===== src/rtl/calc_op_scheduler.sv =====
// Shares one arithmetic unit (ADD/SUB/MUL/AND) between two requesters using round-robin arbitration.
// Latency: ADD/SUB/AND give rsp_valid one cycle after accept; MUL gives it 1+WIDTH cycles after accept.
// Backpressure: the response is held stable until rsp_ready is high; no request is accepted until IDLE is re-entered.
//
// Ports:
//   clk, rst_n             clock, asynchronous active-low reset
//   ena                    tile enable; gates acceptance of new requests only
//   reqN_valid/op/a/b      request from requester N (op: 00 ADD, 01 SUB, 10 MUL, 11 AND)
//   reqN_ready             request from requester N is accepted this cycle
//   rsp_valid/id/result    registered response: owner id and 2*WIDTH-bit result
//   rsp_ready              consumer takes the response
//   busy                   unit is executing or holding a response
module calc_op_scheduler #(
    parameter int WIDTH = 4
) (
    input  logic               clk,
    input  logic               rst_n,
    input  logic               ena,
    input  logic               req0_valid,
    input  logic [1:0]         req0_op,
    input  logic [WIDTH-1:0]   req0_a,
    input  logic [WIDTH-1:0]   req0_b,
    output logic               req0_ready,
    input  logic               req1_valid,
    input  logic [1:0]         req1_op,
    input  logic [WIDTH-1:0]   req1_a,
    input  logic [WIDTH-1:0]   req1_b,
    output logic               req1_ready,
    output logic               rsp_valid,
    output logic               rsp_id,
    output logic [2*WIDTH-1:0] rsp_result,
    input  logic               rsp_ready,
    output logic               busy
);
    localparam int RW = 2 * WIDTH;
    localparam int CW = (WIDTH > 1) ? $clog2(WIDTH) : 1;
    localparam logic [1:0]    OP_ADD    = 2'b00;
    localparam logic [1:0]    OP_SUB    = 2'b01;
    localparam logic [1:0]    OP_MUL    = 2'b10;
    localparam logic [1:0]    OP_AND    = 2'b11;
    localparam logic [CW-1:0] LAST_ITER = CW'(WIDTH - 1);

    typedef enum logic [1:0] {
        S_IDLE = 2'd0,
        S_EXEC = 2'd1,
        S_RESP = 2'd2
    } state_t;

    state_t           r_state;
    state_t           w_state_nxt;
    logic             r_last_grant;
    logic             r_id;
    logic             r_rsp_id;
    logic [RW-1:0]    r_rsp_result;
    logic [RW-1:0]    r_acc;
    logic [RW-1:0]    r_mcand;
    logic [WIDTH-1:0] r_mplier;
    logic [CW-1:0]    r_cnt;

    logic             w_idle;
    logic             w_gnt0;
    logic             w_gnt1;
    logic             w_accept;
    logic             w_sel;
    logic             w_last_iter;
    logic [1:0]       w_op;
    logic [WIDTH-1:0] w_a;
    logic [WIDTH-1:0] w_b;
    logic [RW-1:0]    w_a_ext;
    logic [RW-1:0]    w_b_ext;
    logic [RW-1:0]    w_alu;
    logic [RW-1:0]    w_addend;

    // Round-robin: on a tie the requester that did not win last time is granted.
    assign w_idle   = (r_state == S_IDLE);
    assign w_gnt0   = w_idle & ena & req0_valid & (~req1_valid | r_last_grant);
    assign w_gnt1   = w_idle & ena & req1_valid & (~req0_valid | ~r_last_grant);
    assign w_accept = w_gnt0 | w_gnt1;
    assign w_sel    = w_gnt1;

    assign w_op    = w_sel ? req1_op : req0_op;
    assign w_a     = w_sel ? req1_a  : req0_a;
    assign w_b     = w_sel ? req1_b  : req0_b;
    assign w_a_ext = {{WIDTH{1'b0}}, w_a};
    assign w_b_ext = {{WIDTH{1'b0}}, w_b};

    // Single-cycle ops are evaluated on the accept edge straight from the granted inputs.
    always_comb begin
        w_alu = '0;
        case (w_op)
            OP_ADD:  w_alu = w_a_ext + w_b_ext;
            OP_SUB:  w_alu = w_a_ext - w_b_ext;
            OP_AND:  w_alu = w_a_ext & w_b_ext;
            default: w_alu = '0;
        endcase
    end

    // Multiplicand shifts left and multiplier shifts right each EXEC cycle,
    // so bit 0 of the multiplier is always B[i] for iteration i.
    assign w_addend    = r_mplier[0] ? r_mcand : '0;
    assign w_last_iter = (r_cnt == LAST_ITER);

    always_ff @(posedge clk or negedge rst_n) begin
        if (!rst_n) begin
            r_state <= S_IDLE;
        end else begin
            r_state <= w_state_nxt;
        end
    end

    always_comb begin
        w_state_nxt = r_state;
        case (r_state)
            S_IDLE:  if (w_accept)    w_state_nxt = (w_op == OP_MUL) ? S_EXEC : S_RESP;
            S_EXEC:  if (w_last_iter) w_state_nxt = S_RESP;
            S_RESP:  if (rsp_ready)   w_state_nxt = S_IDLE;
            default: w_state_nxt = S_IDLE;
        endcase
    end

    always_ff @(posedge clk or negedge rst_n) begin
        if (!rst_n) begin
            r_last_grant <= 1'b1;
            r_id         <= 1'b0;
            r_rsp_id     <= 1'b0;
            r_rsp_result <= '0;
            r_acc        <= '0;
            r_mcand      <= '0;
            r_mplier     <= '0;
            r_cnt        <= '0;
        end else if (w_accept) begin
            r_id         <= w_sel;
            r_last_grant <= w_sel;
            r_mcand      <= w_a_ext;
            r_mplier     <= w_b;
            r_acc        <= '0;
            r_cnt        <= '0;
            if (w_op != OP_MUL) begin
                r_rsp_result <= w_alu;
                r_rsp_id     <= w_sel;
            end
        end else if (r_state == S_EXEC) begin
            r_acc    <= r_acc + w_addend;
            r_mcand  <= r_mcand << 1;
            r_mplier <= r_mplier >> 1;
            r_cnt    <= r_cnt + CW'(1);
            // The final partial product goes straight into the result register.
            if (w_last_iter) begin
                r_rsp_result <= r_acc + w_addend;
                r_rsp_id     <= r_id;
            end
        end
    end

    assign req0_ready = w_gnt0;
    assign req1_ready = w_gnt1;
    assign rsp_valid  = (r_state == S_RESP);
    assign rsp_id     = r_rsp_id;
    assign rsp_result = r_rsp_result;
    assign busy       = ~w_idle;

endmodule

===== config.mk =====
export PLATFORM = sky130hd
export DESIGN_NAME = calc_op_scheduler
export DESIGN_NICKNAME = d
export VERILOG_FILES = /design/src/rtl/calc_op_scheduler.sv
export SDC_FILE = /design/constraint.sdc
export NUM_CORES = 1
export LEC_CHECK = 0
export CORE_MARGIN = 2
export CORE_UTILIZATION = 45
export DETAILED_ROUTE_END_ITERATION = 8
export PLACE_DENSITY = 0.75
export SKIP_LAST_GASP = 1
export SYNTH_ARGS = -nofsm -noshare
export SYNTH_HDL_FRONTEND = slang
export SYNTH_SLANG_ARGS = --single-unit

===== constraint.sdc =====
create_clock -name clk -period 3.21 [get_ports clk]
set_clock_uncertainty 0.05 [all_clocks]
set_input_delay 0.642 -clock clk [delete_from_list [all_inputs] [get_ports clk]]
set_output_delay 0.642 -clock clk [all_outputs]
set_load 0.005 [all_outputs]

==> flow_metrics.tcl, run 1 <==
set metrics [dict create \
    crit_fanout 10 \
    area_growth_pct 29.3 \
    syn_nets 315 \
    gp_congestion 0.895 \
    insertedDiodeCount 0 \
    hold_viol 0 \
    grt-ovfl-total 0 \
    yosysWarnings 0 \
    drive_above_1_share_pct 16.5 \
    synth_cell_types 60 \
    tightest_slew_ns 0.631 \
    slew_headroom_pct 57.8 \
    rsz0062_at_grt "false" \
    critPathMaxStageDelay_ns 0.49 \
    crit_arrival_ns 2.39 \
    start_util_pct 45.9 \
    worst_path_max_delay_cell "clkdlybuf4s50_1" \
    first_global_vias 2202 \
    design.core.area_mm2 0.00541 \
    synthCells 272 \
    cts.htree.levels 2 \
    synth-main-ff-cell "dfrtp_1" \
    die_area_mm2 0.00612 \
    worstPathRequired_ns 2.52 \
    wl_um 6120 \
    die_h_um 78.2 \
    highest_layer "met4" \
    syn_area_per_cell_um2 9.11 \
    place_area_mm2 0.00309 \
    num_vias 2213 \
    fin_tns_setup_ns 0 \
    worst-path-buf-inv 5 \
    max_freq_ghz 0.324 \
    vias_per_cell 5.46 \
    cts_root_buffer "clkbuf_8" \
    rrSetupSlack_ns 0.54 \
    antenna_found_initial 0 \
    avgRoutedWirePerCell_um 15.1 \
    seq_area_frac_synth_pct 35.4 \
    cts_tree "done" \
    synth_edf_count 0 \
    yosysTopAreaCell "dfrtp_1" \
    io_pins 39 \
    numClockSinks 35 \
    ant_nets 0 \
    wl_met2_um 3090 \
    drc 0 \
    cp-end-kind "primary output" \
    fin_crit_sh_pct 96.0 \
    status "finished clean" \
    clk_latency_ns 0.29 \
    synth_area_mm2 0.00248 \
    hold_path_class "flip-flop to flip-flop" \
    grt_max_degree 36 \
    drt-met1-wl_um 2630 \
    path_cells "clkdlybuf4s50_1 -> a21boi_2 -> nand2_4 -> buf_4 -> buf_4 -> inv_1 -> clkdlybuf4s50_1" \
    yosysMostFrequentCell "nand2_1" \
    clk_pin_slew_ns 0.07 \
    utilization_pct 59.3 \
    fin_nets 375 \
    grt_usage_pct 21.5 \
    first_iter_violations 99 \
    post_cts_buffers 0 \
    startpoint_type "input pin" \
    dp_hpwl_um 4740 \
    synth_common_cells "nand2_1 (36), dfrtp_1 (34), a21oi_1 (19), o21ai_0 (19), ha_1 (16)" \
    async_flop_share_pct 100 \
    power_density_mw_per_mm2 703 \
    path_class "input pin to primary output" \
    max-clock-path-buffers 2 \
    dr.pass1.iters 4 \
    placementRows 27 \
    io_buffers 38 \
    fin_crit_ns 3.08 \
    max-vdd-ir-drop_mv 0.418 \
    yosys-top-cells-area "dfrtp_1 (34%), ha_1 (8.1%), nand2_1 (5.5%), a21oi_1 (3.8%), o21ai_0 (3.8%)" \
    fin_area_mm2 0.00321 \
    p_leak_nw 1.49 \
    cap_violations 0 \
    cts_buffers 5 \
    die_w_um 78.2 \
    ys_ff_latch 35 \
    yosysTopAreaCellShare_pct 34.3 \
    final-setup-viol-count 0 \
    route.met3.wl_um 294 \
    crit_family "buffers and inverters" \
    slew_viol_final 0 \
    grt_pass1_wl_um 10300 \
]
[layer usage]
metal / GRT usage, % / vias up
li1: - / 1107
met1: 27.9 / 1041
met2: 36.4 / 53
met3: 3.79 / 12
met4: 7.02 / 0
met5: 0 / -
[path summary, 6_finish.rpt]
kind                            start             to  cells past startpoint
max                        req1_valid     req1_ready                      7
min reg2reg                  r_acc[4]       r_acc[4]                      2
min in group asynchronous       rst_n     r_mcand[6]                      2
max reg2reg                r_state[1]  rsp_result[3]                      9
max in group asynchronous       rst_n   r_last_grant                      2
min                          r_acc[4]       r_acc[4]                      2
[flip-flops by register name, summed over array words and instances (netlist names)]
| signal | cells |
|---|---|
| r_acc | 8 |
| r_cnt | 2 |
| r_id | 1 |
| r_last_grant | 1 |
| r_mcand | 8 |
| r_mplier | 4 |
| r_state | 2 |
| rsp_id | 1 |
| rsp_result | 8 |
[cell usage in the layout (no fill, tap or decap), types with 3 or more instances in the layout]
master,synthesis,final
clkdlybuf4s50_1,0,38
nand2_1,36,36
dfrtp_1,34,34
buf_4,1,23
a21oi_1,19,19
o21ai_0,19,19
ha_1,16,16
inv_1,14,14
nor2_1,12,12
mux2i_1,9,9
nor3_1,9,8
and2_1,7,7
xnor2_1,7,7
mux2_2,6,6
nand2b_1,6,6
a22oi_1,6,6
nand3_1,5,5
clkbuf_8,0,5
a211oi_1,4,4
xor2_1,3,3
or2_2,3,3
a21o_1,3,3
[worst min-delay path: cells and delay by family (launching register included)]
| kind | cells | cell delay (ns) |
|---|---|---|
| flops | 1 | 0.36 |
| simple gates | 1 | 0.05 |
| compound gates | 1 | 0.07 |
[cells by family after synthesis]
kind of cell	count (synthesis)	share of synthesized area, %
AO/OA/AOI/OAI	80	22.1
adder cells (fa/ha/maj)	17	8.88
multiplexers	17	7.72
XOR/XNOR	10	3.53
flip-flops	35	35.4
AND/OR/NAND/NOR	91	18.9
buffers and inverters	22	3.48
[per-stage QoR]
step | setup slack, ns | total power [mW] | instances | hold slack (ns)
2_1_floorplan | 0.0343 | 1.40 | 272 | 0.296
3_3_place_gp | -0.0679 | 1.83 | 397 | 0.418
3_5_place_dp | -0.125 | 1.86 | 397 | 0.441
4_1_cts | 0.107 | 2.26 | 405 | 0.458
5_1_grt | 0.0180 | 2.43 | 405 | 0.487
6_report | 0.128 | 2.25 | 405 | 0.461
[power breakdown]
group / leakage [nW] / switching, mW / total, mW / internal [mW]
clock network: 0.0581 / 0.165 / 0.396 / 0.231
logic: 0.983 / 0.554 / 1.10 / 0.549
registers: 0.451 / 0.139 / 0.754 / 0.615
total: 1.49 / 0.858 / 2.25 / 1.40
[timing repair]
item,4_1_cts,5_1_grt
hold buffers,0,0
endpoints found under the setup margin,0,1
resized for setup,0,1
[layout make-up]
class / count / area, um2
inverters: 14 / 52.6
clock inverters: 3 / 43.8
well taps: 72 / 90.1
repair buffers: 61 / 553
flip-flops and latches: 35 / 877
multi-input cells: 215 / 1520
fillers: 494 / 2200
clock buffers: 5 / 68.8
Note: power is estimated with default switching activity, not from simulation.
==> run 2: changes to the inputs <==
Settings changed: CORE_UTILIZATION 45 to 49, PLACE_DENSITY 0.75 to 0.81.
==> run 2 against run 1 <==
  * Die area down 7.8%
  * Sequential share of layout area rose by 0.31 points
  * Sequential power about the same
  * Final cell count is 1.2% lower
  * Global-route usage rose by 2.3 points
  * Setup slack lost 0.030 ns
  * Clock power is 23% lower
  * Critical path type unchanged
  * Critical endpoint unchanged
==> flow_metrics.tcl, run 2 (synthesized netlist as in run 1, its figures left out) <==
set metrics [dict create \
    status "finished clean" \
    gp_congestion 0.885 \
    path_class "input pin to primary output" \
    dp_hpwl_um 4590 \
    crit_arrival_ns 2.42 \
    grt_usage_pct 23.9 \
    grt_max_degree 36 \
    rsz0062_at_grt "false" \
    cp-end-kind "primary output" \
    cap_violations 0 \
    design.core.area_mm2 0.00479 \
    clk_pin_slew_ns 0.07 \
    fin_crit_sh_pct 97.0 \
    num_vias 2231 \
    slew_viol_final 0 \
    startpoint_type "input pin" \
    placementRows 25 \
    grt-ovfl-total 0 \
    max-vdd-ir-drop_mv 0.387 \
    ant_nets 0 \
    fin_tns_setup_ns 0 \
    p_leak_nw 1.48 \
    fin_nets 375 \
    drive_above_1_share_pct 15.9 \
    area_growth_pct 27.9 \
    max-clock-path-buffers 2 \
    critPathMaxStageDelay_ns 0.49 \
    worst_path_max_delay_cell "clkdlybuf4s50_1" \
    final_common_cell "clkdlybuf4s50_1" \
    power_density_mw_per_mm2 682 \
    worst-path-buf-inv 5 \
    final_cell_mix "clkdlybuf4s50_1 (38), nand2_1 (36), dfrtp_1 (34), buf_4 (23)" \
    clk_latency_ns 0.29 \
    rrSetupSlack_ns 0.49 \
    drc 0 \
    slew_headroom_pct 58.7 \
    cts_buffers 5 \
    dr.pass1.iters 4 \
    post_cts_buffers 0 \
    path_cells "clkdlybuf4s50_1 -> nor3b_4 -> nand2_4 -> buf_4 -> buf_4 -> inv_1 -> clkdlybuf4s50_1" \
    grt_pass1_wl_um 10300 \
    start_util_pct 51.8 \
    hold_slack_ns 0.456 \
    die_area_mm2 0.00564 \
    cts_tree "done" \
    vias_per_cell 5.58 \
    hold_viol 0 \
    wl_um 6010 \
    cts_root_buffer "clkbuf_8" \
    numClockSinks 35 \
    worstPathRequired_ns 2.52 \
    antenna_found_initial 0 \
    max_freq_ghz 0.321 \
    io_pins 39 \
    tightest_slew_ns 0.618 \
    fin_crit_ns 3.11 \
    finalWorstSetupSlack_ns 0.0976 \
    crit_family "buffers and inverters" \
    cts.htree.levels 2 \
    avgRoutedWirePerCell_um 15.0 \
    hold_path_class "flip-flop to flip-flop" \
    crit_fanout 10 \
    first_iter_violations 131 \
    first_global_vias 2193 \
    insertedDiodeCount 0 \
    p_total_mw 2.16 \
    dp_slack_ns -0.147 \
    io_buffers 38 \
    die_w_um 75.1 \
    final-setup-viol-count 0 \
    die_h_um 75.1 \
]
-- run 2: where the power goes --
part,leakage [nW],total [mW],internal [mW],switching (mW)
Combinational,0.983,1.10,0.544,0.559
Sequential,0.451,0.753,0.616,0.138
Clock,0.0422,0.305,0.152,0.153
Total,1.48,2.16,1.31,0.850
-- run 2: metrics by stage --
step,std cells,area [um2],utilization (%)
floorplan,272,2480,-
global placement,392,3080,64.4
detailed placement,392,3080,64.4
CTS,400,3160,66.1
global route,400,3170,66.2
finish,400,3170,66.2
-- run 2: final timing paths --
kind,start,to,cells past startpoint
setup / recovery,ena,req1_ready,7
hold / removal,r_mcand[5],r_mcand[6],2
setup reg to reg,r_state[1],rsp_result[4],10
hold reg to reg,r_mcand[5],r_mcand[6],2
max in group asynchronous,rst_n,r_last_grant,2
min in group asynchronous,rst_n,rsp_id,2
-- run 2: area by class of cell --
class	count	area [um2]
well taps	67	83.8
repair buffers	61	553
multi-input cells	215	1520
clock buffers	7	76.3
fillers	406	1620
clock inverters	1	5.00
flip-flops and latches	35	877
inverters	14	52.6
-- run 2: metal layers --
layer  part of all wire (%)  wire, um  vias to the layer above  track usage, %
met2                     49      2930                       53            39.5
met1                     46      2790                     1071            32.4
met4                    1.1        67                        0            6.75
li1                       -         -                     1100               -
met5                      0         0                        -               0
met3                    3.7       222                        7            3.75
-- run 2: timing repair --
action / in CTS / in global routing
setup endpoints to repair: 0 / 2
resized for setup: 0 / 1
hold buffers: 0 / 0
-- run 2: tightest hold or removal path, delay by kind of cell, from the launching register on --
kind            cells  cell delay [ns]
compound gates      1             0.06
flops               1             0.36
simple gates        1             0.05
==> run 3: changes to the inputs <==
Settings changed: SETUP_SLACK_MARGIN from default to 0.1.
==> run 3 against run 2 <==
  * Largest cell class unchanged
  * Critical endpoint unchanged
  * Register-to-register slack gained 0.03 ns
  * Clock power grew 6%
  * Utilization grew 0.58 points
  * Critical path type unchanged
  * Highest routed layer unchanged
==> flow_metrics.tcl, run 3 (synthesized netlist as in run 1, its figures left out) <==
set metrics [dict create \
    status "finished clean" \
    fin_cells 400 \
    tightest_slew_ns 0.645 \
    io_buffers 38 \
    ff2ff_path_depth 10 \
    cts-hold-fix-buffers 0 \
    clk_pin_slew_ns 0.07 \
    cts_root_buffer "clkbuf_8" \
    rrSetupSlack_ns 0.52 \
    grt-ovfl-total 0 \
    antenna_found_initial 0 \
    vias_per_cell 5.64 \
    gp_congestion 0.901 \
    p_total_mw 2.19 \
    cts.htree.levels 2 \
    crit_fanout 10 \
    final_common_cell "clkdlybuf4s50_1" \
    avgRoutedWirePerCell_um 15.4 \
    final-setup-viol-count 0 \
    netSwitchingPower_mw 0.870 \
    max-clock-path-buffers 2 \
    clk_latency_ns 0.29 \
    grt_usage_pct 24.5 \
    internal-power_mw 1.32 \
    utilization_pct 66.8 \
    grt_max_degree 36 \
    fin_crit_ns 3.02 \
    cap_violations 0 \
    cts_buffers 5 \
    worst-path-buf-inv 5 \
    die_h_um 75.1 \
    critPathMaxStageDelay_ns 0.49 \
    fin_area_mm2 0.00320 \
    final_cell_mix "clkdlybuf4s50_1 (37), nand2_1 (36), dfrtp_1 (34), buf_4 (22), a21oi_1 (19)" \
    first_iter_violations 141 \
    min_from "r_cnt[0]" \
    path_class "input pin to primary output" \
    drive_above_1_share_pct 17.1 \
    cp-end-kind "primary output" \
    rr_startpoint "r_state[1]" \
    crit_family "buffers and inverters" \
    rsz0062_at_grt "false" \
    crit_top_cell "clkdlybuf4s50_1" \
    drc 0 \
    swShare_pct 39.7 \
    insertedDiodeCount 0 \
    path_cells "clkdlybuf4s50_1 -> a21boi_4 -> nand2_4 -> buf_4 -> buf_6 -> inv_1 -> clkdlybuf4s50_1" \
    dr.pass1.iters 5 \
    first_global_vias 2284 \
    p_comb_share_pct 50.6 \
    slew_viol_final 0 \
    slew_headroom_pct 56.8 \
    seq_power_share_pct 34.6 \
    startpoint_type "input pin" \
    num_vias 2255 \
    dp.cells 391 \
    fin_crit_sh_pct 94.2 \
    whs_endpoint "r_cnt[0]" \
    io_pins 39 \
    start_util_pct 51.8 \
    design.core.area_mm2 0.00479 \
    power_density_mw_per_mm2 685 \
    hold_viol 0 \
    wl_um 6140 \
    crit_arrival_ns 2.33 \
    numClockSinks 35 \
    startpoint "req1_valid" \
    place_area_mm2 0.00307 \
    worstPathRequired_ns 2.52 \
    max-vdd-ir-drop_mv 0.292 \
    fin_nets 375 \
    r2r_end "rsp_result[4]" \
    max_freq_ghz 0.331 \
    clock_power_share_pct 14.7 \
    area_growth_pct 29.0 \
    hold_slack_ns 0.452 \
    die_area_mm2 0.00564 \
    hold_path_class "flip-flop to flip-flop" \
    grt_pass1_wl_um 10300 \
    cts_tree "done" \
    die_w_um 75.1 \
    placementRows 25 \
    p_leak_nw 1.48 \
    min_path_cells 1 \
    ant_nets 0 \
    dp_hpwl_um 4630 \
    worst_path_max_delay_cell "clkdlybuf4s50_1" \
]
-- run 3: layer usage --
metal  up-vias  share of wire [%]  track usage (%)
li1       1107                  -                -
met1      1061                 45             31.4
met2        75                 48             41.1
met3        12                4.8             4.69
met4         0                2.1             8.93
met5         -                  0                0
-- run 3: layout make-up --
type,count,area [um2]
Clock buffer,6,72.6
Multi-Input combinational cell,215,1540
Inverter,14,52.6
Sequential cell,35,877
Timing Repair Buffer,61,559
Fill cell,391,1590
Clock inverter,2,12.5
Tap cell,67,83.8
-- run 3: what timing repair did --
item | CTS | global route
gates resized for setup | 2 | 6
pin swaps | 1 | 2
buffers inserted | 1 | 0
setup endpoints to repair | 1 | 8
-- run 3: power groups by stage --
| stage | sequential [mW] | combinational, mW | clock (mW) |
|---|---|---|---|
| 2_1_floorplan | 0.728 | 0.667 | 0 |
| 3_3_place_gp | 0.752 | 1.07 | 0 |
| 3_5_place_dp | 0.760 | 1.09 | 0 |
| 4_1_cts | 0.753 | 1.10 | 0.326 |
| 5_1_grt | 0.779 | 1.24 | 0.342 |
| 6_report | 0.759 | 1.11 | 0.323 |
-- run 3: worst max path at each step --
stage                          to  slack (ns)  cells past startpoint
finish                 req1_ready        0.19                      7
global route        rsp_result[4]        0.11                     11
CTS                    req1_ready         0.1                      7
detailed placement  rsp_result[2]       -0.17                     12
global placement    rsp_result[2]       -0.08                     12
floorplan           rsp_result[3]        0.12                     10
-- run 3: through the flow --
step / TNS [ns] / setup WS (ns)
final: 0 / 0.187
after global placement: -0.243 / -0.0794
after global routing: 0 / 0.110
after CTS: 0 / 0.0998
after floorplan: 0 / 0.124
after detailed placement: -0.730 / -0.165
==> edit, RTL diff (settings of run 2) <==
Encoding of `state_t`: now one-hot (3 bits for 3 states).
--- a/src/rtl/calc_op_scheduler.sv
+++ b/src/rtl/calc_op_scheduler.sv
@@ -40,10 +40,10 @@
     localparam logic [1:0]    OP_AND    = 2'b11;
     localparam logic [CW-1:0] LAST_ITER = CW'(WIDTH - 1);
 
-    typedef enum logic [1:0] {
-        S_IDLE = 2'd0,
-        S_EXEC = 2'd1,
-        S_RESP = 2'd2
+    typedef enum logic [2:0] {
+        S_IDLE = 3'b001,
+        S_EXEC = 3'b010,
+        S_RESP = 3'b100
     } state_t;
 
     state_t           r_state;
Formal check against the unedited RTL: same outputs for any inputs over 10 cycles, from zero or initial values and one cycle with rst_n low; not proved beyond that.
==> edit against run 2 <==
Maximum frequency grew 2.0%; largest power group unchanged; via count grew 3.7%; count of clock-buffer cells in the layout shrank 2; power shrank 17%; wire length grew 4.2%; area after synthesis grew 3.2%; clock power grew 6%; final area grew 2.1%; sequential cell count grew 1; highest routed layer unchanged; sequential share of layout area grew 0.24 points; setup slack gained 0.060 ns.
==> edit: results (changes against run 2) <==
{
  "largest_family_of_logic_cells_by_synthesized_area": "simple AND/OR/NAND/NOR gates",
  "yosys.area_share.xor_xnor": {"value": 0.0342, "change": "-0.00111"},
  "cpPeakStageDelay": {"value": 0.53, "unit": "ns", "change": "+0.04 ns"},
  "filler_cell_count": {"value": 439, "change": "+8.1%"},
  "post_synth_main_area_contributors": "dfrtp_1 (33%), nand2_1 (8.5%), ha_1 (7.8%)",
  "synth-seq-area-share": {"value": 0.353, "change": "-0.000805"},
  "leakage": {"value": 1.49, "unit": "nW", "change": "+1.2%"},
  "synthesis.nets": {"value": 333, "change": "+5.7%"},
  "synth.distinct_cells": {"value": 61, "change": "+1.7%"},
  "critPathMaxFanout": {"value": 5, "change": "-5"},
  "worstPathArrival": {"value": 3.17, "unit": "ns", "change": "+0.75 ns"},
  "detail_route.wirelength": {"value": 6270, "unit": "µm", "change": "+4.2%"},
  "gr-usage-all-layers": {"value": 0.224, "change": "-0.0143"},
  "postSynthAreaPerCell": {"value": 8.82, "unit": "µm²", "change": "-3.2%"},
  "outcome": "finished, final reports clean",
  "grt_first_pass_wirelength": {"value": 10600, "unit": "µm", "change": "+2.5%"},
  "synth_compound_gate_area_share": {"value": 0.199, "change": "-0.0221"},
  "gpl.final_weighted_congestion": {"value": 0.887, "change": "+0.27%"},
  "via_count": {"value": 2313, "change": "+3.7%"},
  "drt-initial-drc-count": {"value": 230, "change": "+76%"},
  "number_of_global_route_vias_before_repair": {"value": 2242, "change": "+2.2%"},
  "drt_wl_cell": {"value": 14.9, "unit": "µm", "change": "-0.72%"},
  "layout.area.seq": {"value": 903, "unit": "µm²", "change": "+3.0%"},
  "dp.final_hpwl": {"value": 4880, "unit": "µm", "change": "+6.3%"},
  "number_of_placed_instances_taps_included": {"value": 412, "change": "+5.1%"},
  "timing.slew.headroom": {"value": 0.631, "change": "+0.0446"},
  "largest_net_degree_at_the_start_of_global_routing": {"value": 37, "change": "+2.8%"},
  "dpl-instance-area": {"value": 3150, "unit": "µm²", "change": "+2.2%"},
  "worst_min_path_start": "r_id$_DFFE_PN0N_",
  "fin_nets": {"value": 392, "change": "+4.5%"},
  "vdd.ir_drop.worst": {"value": 257, "unit": "µV", "change": "-34%"}
}
[edit: worst max-delay path, delay by kind of cell]
family	cells	cell delay, ns
buffers and inverters	3	0.68
XOR/XNOR	1	0.19
adder cells (fa/ha/maj)	2	0.37
multiplexers	1	0.27
AND/OR/NAND/NOR	4	0.71
AO/OA/AOI/OAI	1	0.33
[edit: layout make-up]
class / count / share of cell area
Multi-Input combinational cell: 234 / 0.482
Clock buffer: 5 / 0.0213
Tap cell: 70 / 0.0271
Clock inverter: 3 / 0.00580
Timing Repair Buffer: 62 / 0.173
Sequential cell: 36 / 0.279
Inverter: 10 / 0.0116
[edit: path summary, 6_finish.rpt]
check	slack, ns	endpoint	cells past startpoint
max	0.16	rsp_result[2]$_DFFE_PN0P_	12
min in group asynchronous	0.72	r_acc[7]$_DFFE_PN0P_	2
max reg2reg	0.37	rsp_result[2]$_DFFE_PN0P_	11
max in group asynchronous	2.05	r_last_grant$_DFFE_PN1N_	2
min	0.43	r_id$_DFFE_PN0N_	2
min reg2reg	0.43	r_id$_DFFE_PN0N_	2
[edit: routing by layer]
metal  part of all wire  vias up  global-route usage
li1                   -     1156                   -
met1               0.47     1100               0.303
met2               0.49       50               0.376
met3              0.032        7              0.0332
met4              0.012        0              0.0636
met5                  0        -                   0
[edit: metrics by stage]
| step | hold slack [ns] | TNS (ns) |
|---|---|---|
| final | 0.433 | 0 |
| after global routing | 0.463 | 0 |
| after CTS | 0.442 | 0 |
| after detailed placement | 0.423 | -0.622 |
| after global placement | 0.416 | -0.0738 |
| after floorplan | 0.296 | 0 |
[edit: cell families after synthesis]
kind of cell | after synthesis
compound gates | 76
xor+xnor | 10
fa+ha+maj | 17
buf+inv | 20
flops | 36
mux | 10
simple gates | 121
[edit: power by group]
part	leakage (nW)	switching, mW	internal (mW)
combinational	0.977	0.372	0.403
clock	0.0479	0.173	0.151
sequential	0.468	0.111	0.585
total	1.49	0.656	1.14
